===== src/rtl/jtag_link_pkg.sv =====
// jtag_link_pkg: word formats and frame constants shared by both ends of the JTAG FIFO link
package jtag_link_pkg;
    localparam int WORK_BITS   = 352;
    localparam int WORK_BYTES  = 44;
    localparam int NONCE_BYTES = 4;
    localparam logic [3:0] TAG_FIRST = 4'b1111;
    localparam logic [3:0] TAG_LAST  = 4'b0001;
    localparam logic WB_START = 1'b0;
    localparam logic WB_CONT  = 1'b1;
    localparam logic [0:0] ST_IDLE = 1'b0;
    localparam logic [0:0] ST_SEND = 1'b1;
endpackage


===== src/rtl/jtag_nonce_unpack.sv =====
// jtag_nonce_unpack: checks the tag sequence of {tag, byte} nonce words and reassembles 32-bit nonces
module jtag_nonce_unpack
    import jtag_link_pkg::*;
#(
    parameter int CNT_W = 16
) (
    input  logic             hash_clk,
    input  logic             rst_n,
    input  logic             rd_en,
    input  logic [11:0]      data,
    output logic             nonce_valid,
    output logic [31:0]      nonce,
    output logic             nonce_err,
    output logic [CNT_W-1:0] nonce_count,
    output logic [7:0]       err_count
);
    logic [3:0] exp_tag;
    logic [8*(NONCE_BYTES-1)-1:0] acc;
    logic [3:0] tag;
    logic [7:0] dbyte;
    logic first, next, bad, done;
    always_comb begin
        tag   = data[11:8];
        dbyte = data[7:0];
        first = tag == TAG_FIRST;
        next  = !first && tag == exp_tag;
        bad   = rd_en && (first ? exp_tag != TAG_FIRST : !next);
        done  = rd_en && next && tag == TAG_LAST;
    end
    always_ff @(posedge hash_clk or negedge rst_n) begin
        if (!rst_n) begin
            exp_tag     <= TAG_FIRST;
            acc         <= '0;
            nonce_valid <= 1'b0;
            nonce       <= '0;
            nonce_err   <= 1'b0;
            nonce_count <= '0;
            err_count   <= '0;
        end else begin
            nonce_valid <= done;
            nonce_err   <= bad;
            if (done) begin
                nonce       <= {dbyte, acc};
                nonce_count <= nonce_count + CNT_W'(1);
            end
            if (bad) err_count <= err_count + {7'd0, ~&err_count};
            if (rd_en) begin
                if (first) begin
                    acc[7:0] <= dbyte;
                    exp_tag  <= TAG_FIRST >> 1;
                end else if (next && !done) begin
                    acc[(tag == 4'b0111 ? 8 : 16) +: 8] <= dbyte;
                    exp_tag <= exp_tag >> 1;
                end else begin
                    exp_tag <= TAG_FIRST;
                    if (!next) acc <= '0;
                end
            end
        end
    end
endmodule


===== src/rtl/jtag_host_link.sv =====
// jtag_host_link: host end of the JTAG FIFO link; serializes work units and reassembles golden nonces
module jtag_host_link
    import jtag_link_pkg::*;
#(
    parameter int WORK_BYTES = 44,
    parameter int CNT_W      = 16
) (
    input  logic                 hash_clk,
    input  logic                 rst_n,
    input  logic                 work_valid,
    output logic                 work_ready,
    input  logic [WORK_BITS-1:0] work_data,
    output logic                 wfifo_wr_en,
    output logic [8:0]           wfifo_data,
    input  logic                 wfifo_full,
    output logic                 nfifo_rd_en,
    input  logic [11:0]          nfifo_data,
    input  logic                 nfifo_empty,
    output logic                 nonce_valid,
    output logic [31:0]          nonce,
    output logic                 nonce_err,
    output logic [CNT_W-1:0]     nonce_count,
    output logic [7:0]           err_count
);
    localparam int IDX_W = $clog2(WORK_BYTES);
    logic [0:0] state;
    logic live;
    logic [IDX_W-1:0] idx;
    logic [WORK_BITS-1:0] shreg;
    assign work_ready  = live && state == ST_IDLE;
    assign wfifo_wr_en = state == ST_SEND && !wfifo_full;
    assign wfifo_data  = {((idx != '0) ? WB_CONT : WB_START), shreg[WORK_BITS-1 -: 8]};
    assign nfifo_rd_en = live && !nfifo_empty;
    always_ff @(posedge hash_clk or negedge rst_n) begin
        if (!rst_n) begin
            live  <= 1'b0;
            state <= ST_IDLE;
            idx   <= '0;
            shreg <= '0;
        end else begin
            live <= 1'b1;
            if (work_valid && work_ready) begin
                state <= ST_SEND;
                idx   <= '0;
                shreg <= work_data;
            end else if (wfifo_wr_en) begin
                shreg <= shreg << 8;
                idx   <= idx + IDX_W'(1);
                if (idx == IDX_W'(WORK_BYTES - 1)) state <= ST_IDLE;
            end
        end
    end
    jtag_nonce_unpack #(.CNT_W(CNT_W)) u_unpack (
        .hash_clk    (hash_clk),
        .rst_n       (rst_n),
        .rd_en       (nfifo_rd_en),
        .data        (nfifo_data),
        .nonce_valid (nonce_valid),
        .nonce       (nonce),
        .nonce_err   (nonce_err),
        .nonce_count (nonce_count),
        .err_count   (err_count)
    );
endmodule


===== config.mk =====
export PLATFORM = sky130hd
export DESIGN_NAME = jtag_host_link
export DESIGN_NICKNAME = d
export VERILOG_FILES = /design/src/rtl/jtag_link_pkg.sv /design/src/rtl/jtag_nonce_unpack.sv /design/src/rtl/jtag_host_link.sv
export SDC_FILE = /design/constraint.sdc
export NUM_CORES = 1
export LEC_CHECK = 0
export ABC_CLOCK_PERIOD_IN_PS = 3900
export CORE_AREA = 3 3 329 250
export CTS_CLUSTER_SIZE = 14
export DETAILED_ROUTE_END_ITERATION = 10
export DIE_AREA = 0 0 332 253
export PLACE_DENSITY = 0.56
export SYNTH_ARGS = -nofsm -noshare
export SYNTH_HDL_FRONTEND = slang
export SYNTH_SLANG_ARGS = --single-unit

===== constraint.sdc =====
create_clock -name hash_clk -period 3.9 [get_ports hash_clk]
set_clock_uncertainty 0.1 [all_clocks]
set_input_delay 0.78 -clock hash_clk [delete_from_list [all_inputs] [get_ports hash_clk]]
set_output_delay 0.78 -clock hash_clk [all_outputs]
set_load 0.005 [all_outputs]

==> metrics.csv, run 1 <==
stage,metric,value,unit
worst_setup_path,path_cells,clkdlybuf4s50_1 > nand2b_1 > inv_1 > clkdlybuf4s50_1,
cts,hold_buffers,0,
worst_setup_path,slowest_stage,clkdlybuf4s50_1,
power_and_ir_drop,power_frac_comb,0.209,
placement,place_congestion,0.8126,
power_and_ir_drop,power.density,583.6,nW/µm²
placement,place_ws,0.4734,ns
placement,placed_cells,3230,
yosys,async_reset_ff_frac,1.000,
die,rows,89,
cts,post_cts_buffers,0,
placement,dp_hpwl,40160,µm
timing,layout_setup_ws,0.8282,ns
yosys,synth_area,18950,µm²
yosys,synth_top_area_cell,dfrtp_1,
worst_setup_path,cp_num_buf_inv,3,
yosys,synth.most_common_cell,nand2_1,
route,drc,0,
yosys,yosysWarnings,0,
layout,fillers,8030,
yosys,synth_seq_cells,446,
worst_setup_path,critPathTopFamily,buffers and inverters,
status,run_status,completed,
route,avgRoutedWirePerCell,17.48,µm
yosys,synth_seq_area_share,0.5892,
cts,clk_path_buf_depth,3,
layout,drive_above_1_share,0.06617,
timing,maxSlewViolCount,0,
timing,period_needed,3.072,ns
power_and_ir_drop,p_leak,11.88,nW
route,wl,57960,µm
power_and_ir_drop,total_power,15.15,mW
power_and_ir_drop,p_seq_frac,0.493,
timing,hold_violations,0,
die,die_area,84000,µm²
global_route,grt_pass1_vias,15445,
yosys,ys_top_cells_by_count,"nand2_1 (650), dfrtp_1 (442), a22oi_1 (276), clkbuf_1 (108), o21ai_0 (86)",
power_and_ir_drop,p_int,10.56,mW
global_route,antenna_found_initial,8,
worst_setup_path,arrival,2.19,ns
yosys,synth_edf_count,0,
cts,htree_num_levels,2,
layout,final_cells,3316,
worst_setup_path,crit_top_cell,clkdlybuf4s50_1,
timing,finalCritPeriodShare,0.7877,
timing,setup_viol,0,
cts,cts_buffers,48,
route,via_per_inst,4.493,
yosys,syn_nets,2223,
global_route,track_usage,0.1340,
layout,fin_nets,2608,
cts,clock_latency,0.58,ns
die,initial_utilization,0.2404,
timing,fmax,0.3255,GHz
yosys,ys.flop_type,dfrtp_1,
timing,maxSlewHeadroom,0.1832,
global_route,grt_pass1_wl,90250,µm
global_route,grt_max_degree,203,
yosys,synth_top_area_frac,0.5836,
cts,ctsResizeCount,0,
die,core,78840,µm²
route,drtIter0Drc,1142,
flow_run,drv_cap,0,
timing,tightest_slew,1.225,ns
layout,syn_to_final_growth,36.98,%
global_route,grt_overflow,0,
layout,final_area,25960,µm²
die,fp.dieW,332,µm
worst_setup_path,required,3.02,ns
cts,clock-sinks,446,
worst_setup_path,critical_path.startpoint_type,primary input,
route,final_antenna_net_count,0,
route,first_pass_iters,6,
power_and_ir_drop,p_sw_frac,0.3029,
cts,clk_pin_slew_worst_paths,0.06,ns
worst_setup_path,max_stage_delay,0.51,ns
yosys,synth.distinct_cells,44,
placement,dpl-instance-area,24420,µm²
layout,post-route-util,0.3293,
worst_setup_path,critPathKind,in2out,
worst_setup_path,worstSetupEndpointType,output pin,
yosys,syn_inst,1849,
power_and_ir_drop,max-vdd-ir-drop,0.2993,mV
route,vias,14900,
placement,port-buffer-count,438,
power_and_ir_drop,power.switching,4.589,mW
timing,finalSetupTns,0,ns
worst_setup_path,cp_max_fo,11,
cts,cts_tree,built,
min_path,hp-class,in2async,
timing,worst_hold_slack,0.1560,ns
die,die_h,253,µm
power_and_ir_drop,power_frac_clock,0.298,
timing,rsz0062_at_grt,no,
die,ios,439,
yosys,avgSynthCellArea,10.25,µm²
yosys,synth.area.top_cells,"dfrtp_1 (58%), nand2_1 (13%), a22oi_1 (11%)",
cts,cts-root-buf,clkbuf_16,
==> placed cells by master (no fill, tap or decap), drive strengths merged, types with 4 or more instances in the layout <==
cell and n:
nand3 23, clkbuf 73, a22o 16, clkinv 4, mux2 35, clkdlybuf4s50 437, and4 4, a22oi 276
ha 5, nor4 7, nor3 10, nor2 10, nand4 7, xnor2 15, dfstp 4, mux2i 68
o21ai 87, inv 20, nand2 650, buf 34, dfrtp 442, xor2 15
==> per-layer routing <==
metal	up-vias	wire length, µm	GRT usage
met2	374	27160	0.2145
met4	12	916	0.02990
met3	75	3565	0.03589
li1	7136	-	-
met5	-	72	0
met1	7303	26240	0.1818
==> power by group through the flow <==
stage	clock (mW)	combinational (mW)	sequential, mW
final	4.51	3.17	7.47
after CTS	4.70	3.24	7.48
after detailed placement	0	3.22	7.55
after global placement	0	3.11	7.48
after floorplan	0	2.10	7.12
after global routing	4.88	3.66	7.69
==> cell type report <==
cell class	instances	area [µm²]	share of cell area
Sequential cell	446	11170	0.4301
Multi-Input combinational cell	1251	7127	0.2745
Timing Repair Buffer	471	4750	0.1829
Clock buffer	73	1416	0.05456
Tap cell	1046	1309	0.05041
Clock inverter	10	118.9	0.004579
Inverter	16	67.56	0.002603
Antenna cell	3	7.507	0.0002892
==> path summary, 6_finish.rpt <==
check	start	to	slack [ns]	cells past startpoint
max	nfifo_empty	nfifo_rd_en	0.83	4
min	rst_n	u_unpack.nonce[12]	0.16	1
max reg2reg	live	u_unpack.nonce[0]	1.45	5
min reg2reg	shreg[156]	shreg[156]	0.37	2
max in group asynchronous	rst_n	shreg[14]	2.54	2
min in group hash_clk	shreg[156]	shreg[156]	0.37	2
==> logic make-up (layout without fill, tap and decap cells) <==
logic type | after synthesis | count (layout) | synth area share
compound gates | 387 | 387 | 0.1427
xor+xnor | 30 | 30 | 0.01386
fa+ha+maj | 5 | 5 | 0.003301
buf+inv | 152 | 570 | 0.03539
flops | 446 | 446 | 0.5892
mux | 103 | 103 | 0.06226
other cells | 1 | 4 | 0.0001979
simple gates | 725 | 725 | 0.1532
==> flip-flops by register name (all words and copies together), names as in the netlist <==
name and flops:
shreg 352, u_unpack.nonce 32, u_unpack.acc 24, u_unpack.nonce_count 16, u_unpack.err_count 8, idx 6, u_unpack.exp_tag 4, live 1
state 1, u_unpack.nonce_err 1, u_unpack.nonce_valid 1
==> worst reg2reg max path, delay by kind of cell (launching register included) <==
family	cells	cell delay, ns
AND/OR/NAND/NOR	3	0.96
multiplexers	1	0.39
flip-flops	1	0.52
buffers and inverters	1	0.37
Note: power is estimated with default switching activity, not from simulation.
==> run 2: changes to the inputs <==
--- a/config.mk
+++ b/config.mk
@@ -5,7 +5,7 @@
 export SDC_FILE = /design/constraint.sdc
 export NUM_CORES = 1
 export LEC_CHECK = 0
-export ABC_CLOCK_PERIOD_IN_PS = 3900
+export ABC_CLOCK_PERIOD_IN_PS = 3000
 export CORE_AREA = 3 3 329 250
 export CTS_CLUSTER_SIZE = 14
 export DETAILED_ROUTE_END_ITERATION = 10
==> constraint.sdc (replaced) <==
create_clock -name hash_clk -period 3 [get_ports hash_clk]
set_clock_uncertainty 0.1 [all_clocks]
set_input_delay 0.6 -clock hash_clk [delete_from_list [all_inputs] [get_ports hash_clk]]
set_output_delay 0.6 -clock hash_clk [all_outputs]
set_load 0.005 [all_outputs]
==> run 2 against run 1 <==
Effect of this change:
- wire length up 1.3%
- via count up 1.5%
- first-iteration DRC count down 1.7%
- clock power up 36%
- critical path type unchanged
- utilization up 0.65 points
- die area unchanged
- final area up 2.0%
- cell count up 1.0%
- critical endpoint is now wfifo_wr_en
- sequential share of layout area down 0.83 points
- combinational power up 34%
==> metrics.csv, run 2 (synthesis gave the netlist of run 1 again) <==
stage,metric,value,unit,change
global_route,grt_overflow,0,,unchanged
power_and_ir_drop,p_leak,12.13,nW,was 11.88 nW
die,ios,439,,unchanged
global_route,use_met3,0.03497,,was 0.03589
timing,maxSlewHeadroom,0.2689,,was 0.1832
min_path,min_from,shreg[346],,
worst_setup_path,timing.rr.end,u_unpack.acc[20],,was u_unpack.nonce[0]
worst_setup_path,arrival,2.00,ns,was 2.19 ns
timing,worst_hold_slack,0.3719,ns,was 0.1560 ns
placement,dp_hpwl,41760,µm,was 40160 µm
flow_run,drv_cap,0,,unchanged
placement,port-buffer-count,438,,unchanged
placement,place_congestion,0.8108,,was 0.8126
cts,clk_pin_slew_worst_paths,0.06,ns,about the same
route,drc,0,,unchanged
worst_setup_path,required,2.30,ns,was 3.02 ns
layout,layout_common_cells,"nand2_1 (650), dfrtp_1 (442), clkdlybuf4s50_1 (437)",,unchanged
die,fp.dieW,332,µm,unchanged
layout,regArea,11170,µm²,unchanged
power_and_ir_drop,power_frac_clock,0.305,,was 0.298
min_path,hold_depth,2,,
layout,fillers,7974,,was 8030
layout,largest_reg_flops,352,,unchanged
layout,multiInputGateArea,7127,µm²,unchanged
cts,cts_buffers,50,,was 48
layout,syn_to_final_growth,39.68,%,was 36.98%
cts,clock-sinks,446,,unchanged
die,die_area,84000,µm²,unchanged
route,avgRoutedWirePerCell,17.53,µm,was 17.48 µm
timing,period_needed,2.704,ns,
cts,ctsResizeCount,0,,unchanged
route,first_pass_iters,5,,was 6
timing,hold_violations,0,,unchanged
worst_setup_path,worstSetupEndpointType,output pin,,unchanged
layout,final_cells,3350,,was 3316
placement,placed_cells,3259,,was 3230
worst_setup_path,reg2reg_from,u_unpack.exp_tag[2],,was live
power_and_ir_drop,p_int,14.05,mW,was 10.56 mW
layout,post-route-util,0.3358,,was 0.3293
route,wl,58710,µm,was 57960 µm
global_route,grt_pass1_vias,15486,,was 15445
min_path,hp-class,reg2reg,,was in2async
cts,clk_path_buf_depth,3,,unchanged
route,final_antenna_net_count,0,,unchanged
global_route,antenna_found_initial,11,,was 8
min_path,worstHoldEndpoint,shreg[346],,
worst_setup_path,cp_max_fo,3,,was 11
route,vias,15124,,was 14900
worst_setup_path,critical_path.startpoint_type,primary input,,unchanged
cts,cts-root-buf,clkbuf_16,,unchanged
cts,cts_tree,built,,unchanged
layout,fin_nets,2640,,was 2608
cts,clock_latency,0.58,ns,about the same
layout,layout_commonest_cell,nand2_1,,unchanged
timing,setup_viol,0,,unchanged
layout,drive_above_1_share,0.08123,,was 0.06617
timing,finalSetupTns,0,ns,unchanged
route,drtIter0Drc,1123,,was 1142
route,via_per_inst,4.515,,was 4.493
timing,rsz0062_at_grt,no,,unchanged
worst_setup_path,rrSetupSlack,0.80,ns,was 1.45 ns
die,rows,89,,unchanged
layout,top_register,shreg,,unchanged
layout,top_regs,"shreg: 352 flops, u_unpack.nonce: 32 flops, u_unpack.acc: 24 flops",,unchanged
worst_setup_path,critPathKind,in2out,,unchanged
global_route,grt_max_degree,135,,was 203
status,run_status,completed,,unchanged
die,core,78840,µm²,unchanged
global_route,top_usage_layer,met2,,unchanged
global_route,use_met1,0.1882,,was 0.1818
timing,maxSlewViolCount,0,,unchanged
die,initial_utilization,0.2404,,unchanged
timing,tightest_slew,1.087,ns,was 1.225 ns
timing,fmax,0.3699,GHz,
cts,htree_num_levels,2,,unchanged
worst_setup_path,r2r_cells,4,,was 5
power_and_ir_drop,power.switching,6.075,mW,was 4.589 mW
power_and_ir_drop,p_seq_frac,0.483,,was 0.493
power_and_ir_drop,p_sw_frac,0.3019,,was 0.3029
power_and_ir_drop,power_frac_comb,0.212,,was 0.209
worst_setup_path,crit_start,wfifo_full,,was nfifo_empty
power_and_ir_drop,power.density,760.2,nW/µm²,was 583.6 nW/µm²
global_route,track_usage,0.1364,,was 0.1340
global_route,grtUsageMet2,0.2153,,was 0.2145
timing,finalCritPeriodShare,0.9012,,
power_and_ir_drop,max-vdd-ir-drop,0.4083,mV,was 0.2993 mV
die,die_h,253,µm,unchanged
global_route,grt_pass1_wl,91350,µm,was 90250 µm
## run 2: changes by cell type in the layout (fill, tap and decap cells not counted)
cell | before | now
buf_4 | 24 | 39
buf_12 | 9 | 23
clkbuf_16 | 49 | 53
clkbuf_1 | 14 | 11
clkinv_2 | 3 | 6
clkinvlp_4 | 0 | 2
diode_2 | 3 | 2
dlygate4sd3_1 | 0 | 1
inv_6 | 4 | 3
## run 2: repair_timing
item / CTS / global route
hold buffers: 1 / 0
setup buffers: 0 / 0
endpoints found under the setup margin: 0 / 0
endpoints found under the hold margin: 55 / 0
## run 2: critical path, stage by stage
cell	delay, ns
clkdlybuf4s50_1	0.44
nand2b_1	0.25
inv_8	0.11
clkdlybuf4s50_1	0.60
## run 2: metrics by stage
stage	instance area (µm²)	total power, mW	setup slack (ns)
4_1_cts	26470	20.45	0.2272
3_3_place_gp	24810	13.92	0.1079
6_report	26470	20.12	0.2965
2_1_floorplan	18950	11.99	0.6234
3_5_place_dp	24810	14.14	0.08606
5_1_grt	26470	21.49	0.2045
## run 2: cell type report
class                           instances  area share
Antenna cell                            2   0.0001891
Tap cell                             1046     0.04944
Multi-Input combinational cell       1251      0.2692
Sequential cell                       446      0.4218
Inverter                               16    0.002552
Clock inverter                         14    0.005294
Clock buffer                           74     0.05686
Timing Repair Buffer                  501      0.1946
## run 2: worst max path at each step
stage	endpoint
floorplan	u_unpack.nonce[10]
global placement	u_unpack.nonce[2]
detailed placement	u_unpack.nonce[1]
CTS	nfifo_rd_en
global route	nfifo_rd_en
finish	wfifo_wr_en
## run 2: per-layer routing
layer	up-vias	share of wire	wire (µm)
li1	7196	-	-
met1	7441	0.46	26730
met2	398	0.47	27400
met3	73	0.060	3518
met4	16	0.016	955
met5	-	0.0018	106
## run 2: power by group through the flow
stage	sequential (mW)	clock, mW	combinational, mW
5_1_grt	10.0	6.61	4.88
6_report	9.73	6.14	4.26
3_3_place_gp	9.73	0	4.19
4_1_cts	9.74	6.37	4.35
2_1_floorplan	9.26	0	2.73
3_5_place_dp	9.82	0	4.33
